$ cat src/rtl/fetch_queue.sv
`default_nettype none
// ============================================================================
// Module   : fetch_queue
// Purpose  : Instruction prefetch queue. Streams sequential fetches from an
//            instruction memory with one-cycle read latency into a small
//            FIFO of (instruction, pc) pairs, and flushes on jump.
// Revision : 1.0 - initial release
// ============================================================================
module fetch_queue #(
    parameter int DEPTH   = 4,
    parameter int ADDR_W  = 8,
    parameter int INSTR_W = 16
) (
    input  logic                     clk,
    input  logic                     rst,
    output logic [ADDR_W-1:0]        imem_addr,
    output logic                     imem_rd,
    input  logic [INSTR_W-1:0]       imem_data,
    output logic [INSTR_W-1:0]       instr_out,
    output logic [ADDR_W-1:0]        instr_pc,
    output logic                     instr_valid,
    input  logic                     instr_ready,
    input  logic                     jump,
    input  logic [ADDR_W-1:0]        jump_target,
    output logic [$clog2(DEPTH):0]   level
);

    localparam int PTR_W = $clog2(DEPTH);
    localparam int LVL_W = PTR_W + 1;
    // Capacity expressed at the width of the occupancy-plus-inflight sum.
    localparam logic [LVL_W:0] CAPACITY = (LVL_W+1)'(DEPTH);

    typedef enum logic [1:0] {
        S_IDLE  = 2'd0,
        S_RUN   = 2'd1,
        S_FLUSH = 2'd2
    } state_t;

    state_t              state;
    state_t              state_nxt;

    logic [ADDR_W-1:0]   fetch_pc;
    logic                inflight;     // a strobe issued last cycle whose word is still wanted
    logic [ADDR_W-1:0]   inflight_pc;  // address of that strobe, used as the tag on push
    logic [PTR_W-1:0]    wr_ptr;
    logic [PTR_W-1:0]    rd_ptr;
    logic [LVL_W-1:0]    count;

    logic [INSTR_W-1:0]  q_instr [DEPTH];
    logic [ADDR_W-1:0]   q_pc    [DEPTH];

    logic                fetch;
    logic                push;
    logic                pop;
    logic [LVL_W:0]      demand;

    // State register.
    always_ff @(posedge clk or posedge rst) begin
        if (rst) begin
            state <= S_IDLE;
        end else begin
            state <= state_nxt;
        end
    end

    // Next-state logic: IDLE and FLUSH are single-cycle; jump wins from anywhere.
    always_comb begin
        state_nxt = state;
        case (state)
            S_IDLE:  state_nxt = S_RUN;
            S_RUN:   state_nxt = S_RUN;
            S_FLUSH: state_nxt = S_RUN;
            default: state_nxt = S_IDLE;
        endcase
        if (jump) begin
            state_nxt = S_FLUSH;
        end
    end

    // Fetch throttle and handshake decode. The throttle counts the word still
    // in flight so a full queue can never be overrun by the memory pipeline.
    always_comb begin
        demand      = {1'b0, count} + {{LVL_W{1'b0}}, inflight};
        fetch       = (state == S_RUN) && (demand < CAPACITY);
        instr_valid = (state == S_RUN) && (count != '0);
        push        = inflight && (state == S_RUN) && !jump;
        pop         = instr_valid && instr_ready;
        imem_rd     = fetch;
        imem_addr   = fetch_pc;
        level       = count;
        instr_out   = instr_valid ? q_instr[rd_ptr] : '0;
        instr_pc    = instr_valid ? q_pc[rd_ptr]    : '0;
    end

    // Pointers, occupancy, fetch address and in-flight tracking. A jump
    // drops everything queued or in flight and redirects the fetch address.
    always_ff @(posedge clk or posedge rst) begin
        if (rst) begin
            fetch_pc    <= '0;
            inflight    <= 1'b0;
            inflight_pc <= '0;
            wr_ptr      <= '0;
            rd_ptr      <= '0;
            count       <= '0;
        end else if (jump) begin
            fetch_pc    <= jump_target;
            inflight    <= 1'b0;
            inflight_pc <= '0;
            wr_ptr      <= '0;
            rd_ptr      <= '0;
            count       <= '0;
        end else begin
            inflight <= fetch;
            if (fetch) begin
                fetch_pc    <= fetch_pc + 1'b1;
                inflight_pc <= fetch_pc;
            end
            if (push) begin
                wr_ptr <= wr_ptr + 1'b1;
            end
            if (pop) begin
                rd_ptr <= rd_ptr + 1'b1;
            end
            case ({push, pop})
                2'b10:   count <= count + 1'b1;
                2'b01:   count <= count - 1'b1;
                default: count <= count;
            endcase
        end
    end

    // Queue storage; contents are only observable through the valid-gated head.
    always_ff @(posedge clk) begin
        if (push) begin
            q_instr[wr_ptr] <= imem_data;
            q_pc[wr_ptr]    <= inflight_pc;
        end
    end

endmodule
`default_nettype wire

$ cat config.mk
export PLATFORM = sky130hd
export DESIGN_NAME = fetch_queue
export DESIGN_NICKNAME = d
export VERILOG_FILES = /design/src/rtl/fetch_queue.sv
export SDC_FILE = /design/constraint.sdc
export NUM_CORES = 1
export LEC_CHECK = 0
export ABC_CLOCK_PERIOD_IN_PS = 2300
export CAP_MARGIN = 20
export CORE_UTILIZATION = 45
export DETAILED_ROUTE_END_ITERATION = 16
export MAX_ROUTING_LAYER = met4
export PLACE_DENSITY = 0.66
export REMOVE_ABC_BUFFERS = 1
export SYNTH_ARGS = -nofsm -noshare
export SYNTH_HDL_FRONTEND = slang
export SYNTH_SLANG_ARGS = --single-unit
$ cat constraint.sdc
create_clock -name clk -period 2.3 [get_ports clk]
set_input_delay 0.23 -clock clk [delete_from_list [all_inputs] [get_ports clk]]
set_output_delay 0.23 -clock clk [all_outputs]
set_load 0.02 [all_outputs]
* Word-level counts from Yosys, hierarchy flattened *
Memories as Yosys holds them, arrays and structs flattened.
Cells that the tools add are included.

storage, ports and cells
  flip-flop bits (word level) = 26
  RAM bits = 96
  output and inout bits = 37
  memories = 2

operators by class
  add/subtract/negate cells = 6
  magnitude comparators = 1
  equal/unequal tests = 4
  multiplexer cells = 17
  reduce and logical (&&, ||, !) cells = 13

memories
  memory   depth  width  rd ports  clocked after memory_dff  write ports  line  source
  q_instr  4      16     1         0                         1            49    logic [INSTR_W-1:0] q_instr [DEPTH];
  q_pc     4      8      1         0                         1            50    logic [ADDR_W-1:0] q_pc [DEPTH];

operators with widths
  operator                                                              number
  8-bit two-way mux                                                     5
  16-bit two-way mux                                                    1
  2-bit two-way mux                                                     5
  8-bit by 1-bit adder with 8-bit output, second input constant         1
  3-bit one-hot mux with 2 select lines                                 1
  2-bit nonzero test                                                    3
  3-bit nonzero test                                                    2
  1-bit logical AND                                                     5
  2-bit by 1-bit adder with 2-bit output, second input constant         2
  3-bit by 1-bit adder with 4-bit output                                1
  2-bit by 1-bit == test with 1-bit output, second input constant       2
  2-bit == test, second input constant                                  2
  4-bit by 3-bit < comparator with 1-bit output, second input constant  1
  1-bit two-way mux                                                     4
  3-bit by 1-bit adder with 3-bit output, second input constant         1
  3-bit two-way mux                                                     1
  3-bit OR reduction                                                    1
  3-bit by 1-bit subtractor with 3-bit output, second input constant    1
  2-bit zero test                                                       1
  1-bit zero test                                                       1

* Logic depth before layout (Yosys ltp) *
Gate-level depths: netlist of the first run.

  depth in word-level cells = 6
  mapped depth = 8

* Worst setup path after synthesis of the first run *
OpenSTA, ideal clock, no wires.

  kind = reg-to-reg
  start point = reg count[0] (netlist: level[0])
  end point = reg count[2] (netlist: level[2])
  setup time = 125 ps
  arrival = 1911 ps
  data required time = 2175 ps
  slack = 264 ps
  stages on the path, launching flop included = 7
  period minus slack after synthesis = 2036 ps
  cells stage by stage = dfrtp_1 > nor3_1 > nor3_1 > fa_1 > o21ai_0 > a2bb2oi_1 > mux2_2

between the ends
  longest elaborated chain between the ends = 6
  elaborated cells on any way between the ends = 10
  classes of those cells = 2 x add/sub; 2 x eq/ne; 2 x mux; 4 x reduce/logical

RTL lines
  item                                                                       line  source
  start: declaration                                                         47    logic [LVL_W-1:0] count;
  start signal: assignment                                                   125   2'b10: count <= count + 1'b1;
  start signal: assignment                                                   126   2'b01: count <= count - 1'b1;
  start signal: assignment                                                   127   default: count <= count;
  3-bit nonzero test                                                         85    instr_valid = (state == S_RUN) && (count != '0);
  1-bit logical AND                                                          85
  1-bit logical AND                                                          87    pop = instr_valid && instr_ready;
  2-bit by 1-bit == test with 1-bit output or 2-bit == test (tied branches)  124   case ({push, pop})
  3-bit one-hot mux with 2 select lines                                      124
  3-bit two-way mux                                                          105   end else if (jump) begin

Parallel ways exist; a longest one is shown, timed or not.
A chain may end at the register's enable or synchronous reset.

* Worst setup path after layout of the first run *
  start point = reg rd_ptr[0]
  end point = out instr_out[12]

between the ends
  longest elaborated chain between the ends = 2

RTL lines
  item                      line  source
  start: declaration        46    logic [PTR_W-1:0] rd_ptr;
  start signal: assignment  122   rd_ptr <= rd_ptr + 1'b1;
  memory 4 x 16 bit         n/a
  16-bit two-way mux        91    instr_out = instr_valid ? q_instr[rd_ptr] : '0;
  end: declaration          19    output logic [INSTR_W-1:0] instr_out,

Every way passes these cells.

==> impl_metrics.tcl, run 1 <==
set metrics [dict create \
    critPathCaptureType "primary output" \
    crit_type "reg -> out" \
    skew_ns 0.00423 \
    area_delta_synth_final_pct 30.9 \
    maxSlewViolCount 0 \
    wirelength_mm 9.55 \
    regArea_um2 3540 \
    core_area_um2 10800 \
    grt_pass1_vias 2790 \
    min_path_type "in -> async" \
    drv_cap 0 \
    cts_htree_levels 4 \
    io_buffers 64 \
    io_pins 65 \
    initialDrtViolationCount 143 \
    synth-seq-area-share_pct 70.5 \
    hold_buffers 0 \
    syn_area_um2 5010 \
    hpwl_mm 5.60 \
    antenna_found_initial 0 \
    cts-root-buf "clkbuf_8" \
    insertedDiodeCount 0 \
    grt_util_all_layers_pct 18.7 \
    vias 2842 \
    synth_warnings 0 \
    worst_pin_slew_ns 0.345 \
    clock_sinks 122 \
    nets 418 \
    r2r_slack_ns 0.27 \
    fmax_mhz 446 \
    first_pass_iters 4 \
    syn_inst 292 \
    setup_ws_ns 0.0595 \
    die_h_um 108 \
    avgSynthCellArea_um2 17.2 \
    power.total_w 0.00513 \
    async_flop_share_pct 21.3 \
    die_area_um2 11600 \
    multi_input_area_um2 1410 \
    clk_latency_ns 0.51 \
    drcViolationCount 0 \
    drive_gt1_share_pct 29.2 \
    rows 38 \
    required_ns 2.07 \
    clk_pin_slew_worst_paths_ns 0.06 \
    rsz0062_at_grt "yes" \
    yosys_most_used_dff "edfxtp_1" \
    place_ws_ns 0.220 \
    gp_congestion 0.807 \
    hold_violations 0 \
    cts-root-to-sink-buffers 2 \
    outcome "completed" \
    fin_tns_setup_ns 0 \
    fillCellCount 817 \
    r2r_cells 8 \
    viasPerCell 5.29 \
    power_leakage_nw 2.51 \
    design_area_um2 6560 \
    overflow 0 \
    grt_pass1_wl_mm 15.0 \
    period_share_pct 97.4 \
    synth_cell_type_count 33 \
    slew_headroom_pct 77.0 \
    critPathMaxFanout 4 \
    routedWlPerCell_um 17.8 \
    cp-start-kind "flip-flop" \
    worstPathArrival_ns 2.01 \
    synth-edff-count 96 \
    ir_drop_v 0.000450 \
    numCtsBuffers 17 \
    setup_viol 0 \
    start_util_pct 46.2 \
    antenna_left 0 \
    die_w_um 108 \
    cts_tree "done" \
    dpl_cell_area_um2 5970 \
    grt_max_degree 39 \
    finalCriticalPeriod_ns 2.24 \
    ys_ff_latch 122 \
    powerDensity_nw_per_um2 782 \
]
[layout make-up]
cell class	instances	share of cell area (%)
flip-flops and latches	122	53.9
multi-input cells	150	21.5
repair buffers	89	13.3
clock buffers	18	6.37
well taps	140	2.67
clock inverters	14	2.00
inverters	4	0.229
[logic make-up after synthesis]
kind of cell | count (synthesis) | share of synthesized area [%]
buffers and inverters | 20 | 1.82
flip-flops | 122 | 70.5
adder cells (fa/ha/maj) | 6 | 1.65
AND/OR/NAND/NOR | 86 | 9.71
multiplexers | 37 | 13.5
AO/OA/AOI/OAI | 12 | 1.27
XOR/XNOR | 9 | 1.57
[state kept, by name (all words and copies together), names as in the netlist]
| register | flops |
|---|---|
| inflight_pc | 8 |
| state | 2 |
| imem_addr | 8 |
| wr_ptr | 2 |
| inflight | 1 |
| q_instr | 64 |
| level | 3 |
| rd_ptr | 2 |
| q_pc | 32 |
[worst max-delay path, stage by stage, from the launching register on]
cell,delay [ns]
dfrtp_2,0.38
buf_6,0.13
clkbuf_16,0.14
mux4_2,0.50
and3_1,0.19
buf_2,0.15
[per-stage QoR]
step | utilization (%) | instances | hold slack, ns
after floorplan | - | 276 | 0.261
after global placement | 55.1 | 499 | 0.496
after detailed placement | 55.1 | 499 | 0.506
after CTS | 59.8 | 536 | 0.0636
after global routing | 60.5 | 537 | 0.106
final | 60.5 | 537 | 0.0724
[final timing paths]
path                                        from                  endpoint
hold reg to reg               state[1]$_DFF_PP0_        state[0]$_DFF_PP0_
hold / removal                               rst        state[1]$_DFF_PP0_
max in group asynchronous                    rst     rd_ptr[0]$_DFFE_PP0P_
setup reg to reg              state[0]$_DFF_PP0_      level[2]$_DFFE_PP0P_
min in group clk                  jump_target[1]  imem_addr[1]$_DFFE_PP0P_
setup / recovery           rd_ptr[0]$_DFFE_PP0P_             instr_out[12]
[metal layers]
layer	global-route usage [%]	share of wire, %
met5	-	0
met4	6.75	1.3
met3	6.11	5.0
met2	28.1	48
met1	23.9	46
[power by group]
| group | switching, W | total, W | internal [W] |
|---|---|---|---|
| combinational | 0.000120 | 0.000245 | 0.000125 |
| sequential | 0.0000426 | 0.00246 | 0.00241 |
| clock | 0.000906 | 0.00242 | 0.00152 |
[synthesized netlist by cell type, types with 3 or more instances]
cell	instances	area, um^2
inv_1	4	15.0
nand4_1	3	18.8
dfrtp_1	26	651
nor2_1	16	60.1
mux2i_1	10	100
and2_1	5	31.3
buf_2	4	20.0
and3_1	26	163
edfxtp_1	96	2880
ha_1	5	62.6
o21ai_0	7	35.0
clkbuf_1	9	33.8
xor2_1	5	43.8
nand2b_1	3	18.8
nand3_1	3	15.0
mux4_2	24	541
xnor2_1	4	35.0
nor2b_1	4	25.0
buf_4	3	22.5
mux2_2	3	33.8
a21oi_1	4	20.0
nand2_1	15	56.3
[what timing repair did]
item	CTS	global route
hold endpoints to repair	0	0
setup buffers	4	0
cloned	1	2
pin swaps	0	0
gates resized for setup	103	15
setup endpoints to repair	26	11
[placed cells by master, fill, tap and decap left out, types with 2 or more instances in the layout]
cell | netlist | routed
dlygate4sd2_1 | 0 | 2
clkinv_2 | 0 | 5
ha_1 | 5 | 5
dfrtp_1 | 26 | 23
nand3b_1 | 2 | 2
edfxtp_1 | 96 | 96
nand2_1 | 15 | 15
a21oi_1 | 4 | 4
dfrtp_2 | 0 | 3
nor3_1 | 2 | 2
inv_1 | 4 | 4
buf_12 | 0 | 6
o21ai_0 | 7 | 7
buf_2 | 4 | 20
clkinv_1 | 0 | 2
clkinvlp_4 | 0 | 4
mux4_2 | 24 | 24
xor2_1 | 5 | 5
buf_4 | 3 | 14
bufinv_16 | 0 | 2
xnor2_1 | 4 | 4
and3_4 | 0 | 4
mux2_2 | 3 | 3
buf_6 | 0 | 5
clkdlybuf4s50_1 | 0 | 38
nor2b_1 | 4 | 3
nor2_1 | 16 | 16
nand2b_1 | 3 | 3
mux2i_1 | 10 | 10
and2_1 | 5 | 5
clkbuf_16 | 0 | 18
nand4_1 | 3 | 3
nand3_1 | 3 | 3
and3_1 | 26 | 22
No activity file was read; power rests on OpenSTA's default activity.
==> inputs of run 2 (changes only) <==
--- a/config.mk
+++ b/config.mk
@@ -7,10 +7,10 @@
 export LEC_CHECK = 0
 export ABC_CLOCK_PERIOD_IN_PS = 2300
 export CAP_MARGIN = 20
-export CORE_UTILIZATION = 45
+export CORE_UTILIZATION = 55
 export DETAILED_ROUTE_END_ITERATION = 16
 export MAX_ROUTING_LAYER = met4
-export PLACE_DENSITY = 0.66
+export PLACE_DENSITY = 0.79
 export REMOVE_ABC_BUFFERS = 1
 export SYNTH_ARGS = -nofsm -noshare
 export SYNTH_HDL_FRONTEND = slang
==> run 2 against run 1 <==
Compared with the run above: combinational power rose by 2%; count of clock-buffer cells in the layout fell by 1; final cell count down 6.9%; largest power group is now the clock network.
==> impl_metrics.tcl, run 2 (same netlist as run 1, synthesis figures left out) <==
set metrics [dict create \
    outcome "completed" \
    r2r-start "state[0]$_DFF_PP0_" \
    critPathCaptureType "primary output" \
    maxSlewViolCount 0 \
    powerDensity_nw_per_um2 843 \
    clk_pin_slew_worst_paths_ns 0.06 \
    nets 414 \
    rsz0062_at_grt "yes" \
    top_register "q_instr" \
    die_h_um 97.5 \
    crit_start "rd_ptr[0]$_DFFE_PP0P_" \
    cts-root-buf "clkbuf_8" \
    hpwl_mm 5.62 \
    routedWlPerCell_um 20.5 \
    grt_pass1_vias 3036 \
    grt_max_degree 39 \
    overflow 0 \
    place_ws_ns 0.210 \
    p_clk_share_pct 51.0 \
    antenna_left 0 \
    wirelength_mm 10.3 \
    seqPwrFrac_pct 44.5 \
    cts_htree_levels 4 \
    critPathMaxFanout 7 \
    clock_sinks 122 \
    drive_gt1_share_pct 29.8 \
    io_buffers 64 \
    rows 34 \
    slew_headroom_pct 76.4 \
    grt_util_all_layers_pct 23.9 \
    start_util_pct 57.2 \
    cts-root-to-sink-buffers 2 \
    power_leakage_nw 2.50 \
    crit_type "reg -> out" \
    io_pins 65 \
    p_comb_share_pct 4.5 \
    vias 2935 \
    mostFrequentLayoutCell "edfxtp_1" \
    crit_family "multiplexers" \
    numCtsBuffers 17 \
    die_area_um2 9500 \
    hold_start "jump_target[3]" \
    setup_viol 0 \
    viasPerCell 5.87 \
    final_cell_mix "edfxtp_1 (96), clkdlybuf4s50_1 (38), mux4_2 (24)" \
    largest_register_ffs 64 \
    worst_pin_slew_ns 0.353 \
    cpPeakStageDelay_ns 0.53 \
    hold_violations 0 \
    utilization_pct 74.8 \
    gp_congestion 0.832 \
    fmax_mhz 439 \
    required_ns 2.07 \
    internal_power_w 0.00441 \
    path_buf_inv 2 \
    initialDrtViolationCount 121 \
    cp_slowest_cell "mux4_2" \
    finalCriticalPeriod_ns 2.28 \
    skew_ns 0.00782 \
    first_pass_iters 4 \
    cp_cell_sequence "buf_6 -> mux4_2 -> and3_4 -> buf_4" \
    p_sw_w 0.00111 \
    clk_latency_ns 0.51 \
    swShare_pct 20.1 \
    cp-start-kind "flip-flop" \
    drcViolationCount 0 \
    cts_tree "done" \
    worstPathArrival_ns 2.05 \
    period_share_pct 99.2 \
    whs_ns 0.279 \
    insertedDiodeCount 0 \
    fillCellCount 529 \
    die_w_um 97.5 \
    core_area_um2 8760 \
    area_delta_synth_final_pct 30.7 \
    antenna_found_initial 0 \
    grt_pass1_wl_mm 16.2 \
    min_path_type "in -> reg" \
    setup_ws_ns 0.0195 \
    ir_drop_v 0.000612 \
    top_regs "q_instr: 64 flops, q_pc: 32 flops" \
    drv_cap 0 \
]
[run 2: cell types whose count changed in the layout (fill, tap and decap cells not counted), moves of 2 or more]
cell,before,now
clkinv_2,5,1
and3_1,22,19
bufinv_16,2,5
buf_2,20,18
clkinv_4,1,3
buf_6,5,3
and3_4,4,7
clkinv_1,2,0
inv_6,0,2
[run 2: metal layers]
layer | global-route usage (%) | up-vias | share of wire, % | wire (um)
met5 | - | - | 0 | 0
met4 | 8.82 | 0 | 1.8 | 181
met3 | 6.91 | 22 | 5.6 | 579
met2 | 37.6 | 111 | 52 | 5290
met1 | 29.7 | 1495 | 41 | 4210
li1 | - | 1307 | - | -
[run 2: worst reg2reg max path: stages (launching register included)]
cell       delay [ns]
dfrtp_1          0.38
nor2b_2          0.20
nand2_1          0.18
nor2_1           0.22
nor3_1           0.09
fa_1             0.38
o21ai_0          0.09
a2bb2oi_1        0.18
mux2_2           0.34
[run 2: metrics by stage]
step / instance area [um^2] / TNS, ns / total power, W / std cells
floorplan: 4930 / -32.16 / 0.00259 / 276
global placement: 5910 / 0 / 0.00273 / 463
detailed placement: 5910 / 0 / 0.00274 / 463
CTS: 6570 / -0.176 / 0.00557 / 501
global route: 6550 / -0.503 / 0.00568 / 500
finish: 6550 / 0 / 0.00552 / 500
[run 2: worst paths after layout]
check,to,slack (ns),depth (start not counted)
setup reg to reg,level[2]$_DFFE_PP0P_,0.13,8
max in group asynchronous,rd_ptr[0]$_DFFE_PP0P_,1.18,4
min in group asynchronous,state[0]$_DFF_PP0_,0.55,3
hold / removal,imem_addr[3]$_DFFE_PP0P_,0.28,3
setup / recovery,instr_pc[4],0.02,4
hold reg to reg,state[0]$_DFF_PP0_,0.51,1
[run 2: area by class of cell]
cell class	instances	area (um^2)	share of cell area [%]
clock buffers	17	414	6.32
inverters	4	15.0	0.229
multi-input cells	150	1430	21.8
well taps	108	135	2.06
repair buffers	85	800	12.2
flip-flops and latches	122	3540	54.0
clock inverters	14	221	3.38
[run 2: power by group through the flow]
stage                     Clock (W)  Combinational [W]  Sequential [W]
after CTS                   0.00286           0.000251         0.00245
final                       0.00282           0.000251         0.00245
after global placement            0           0.000235         0.00250
after detailed placement          0           0.000243         0.00250
after floorplan                   0          0.0000843         0.00251
after global routing        0.00295           0.000271         0.00246
[run 2: repair_timing]
item | 4_1_cts | 5_1_grt
buffers inserted | 4 | 2
hold buffers | 1 | 0
resized for setup | 106 | 19
pin swaps | 0 | 0
endpoints found under the setup margin | 26 | 25
hold endpoints to repair | 8 | 0
cloned | 2 | 0
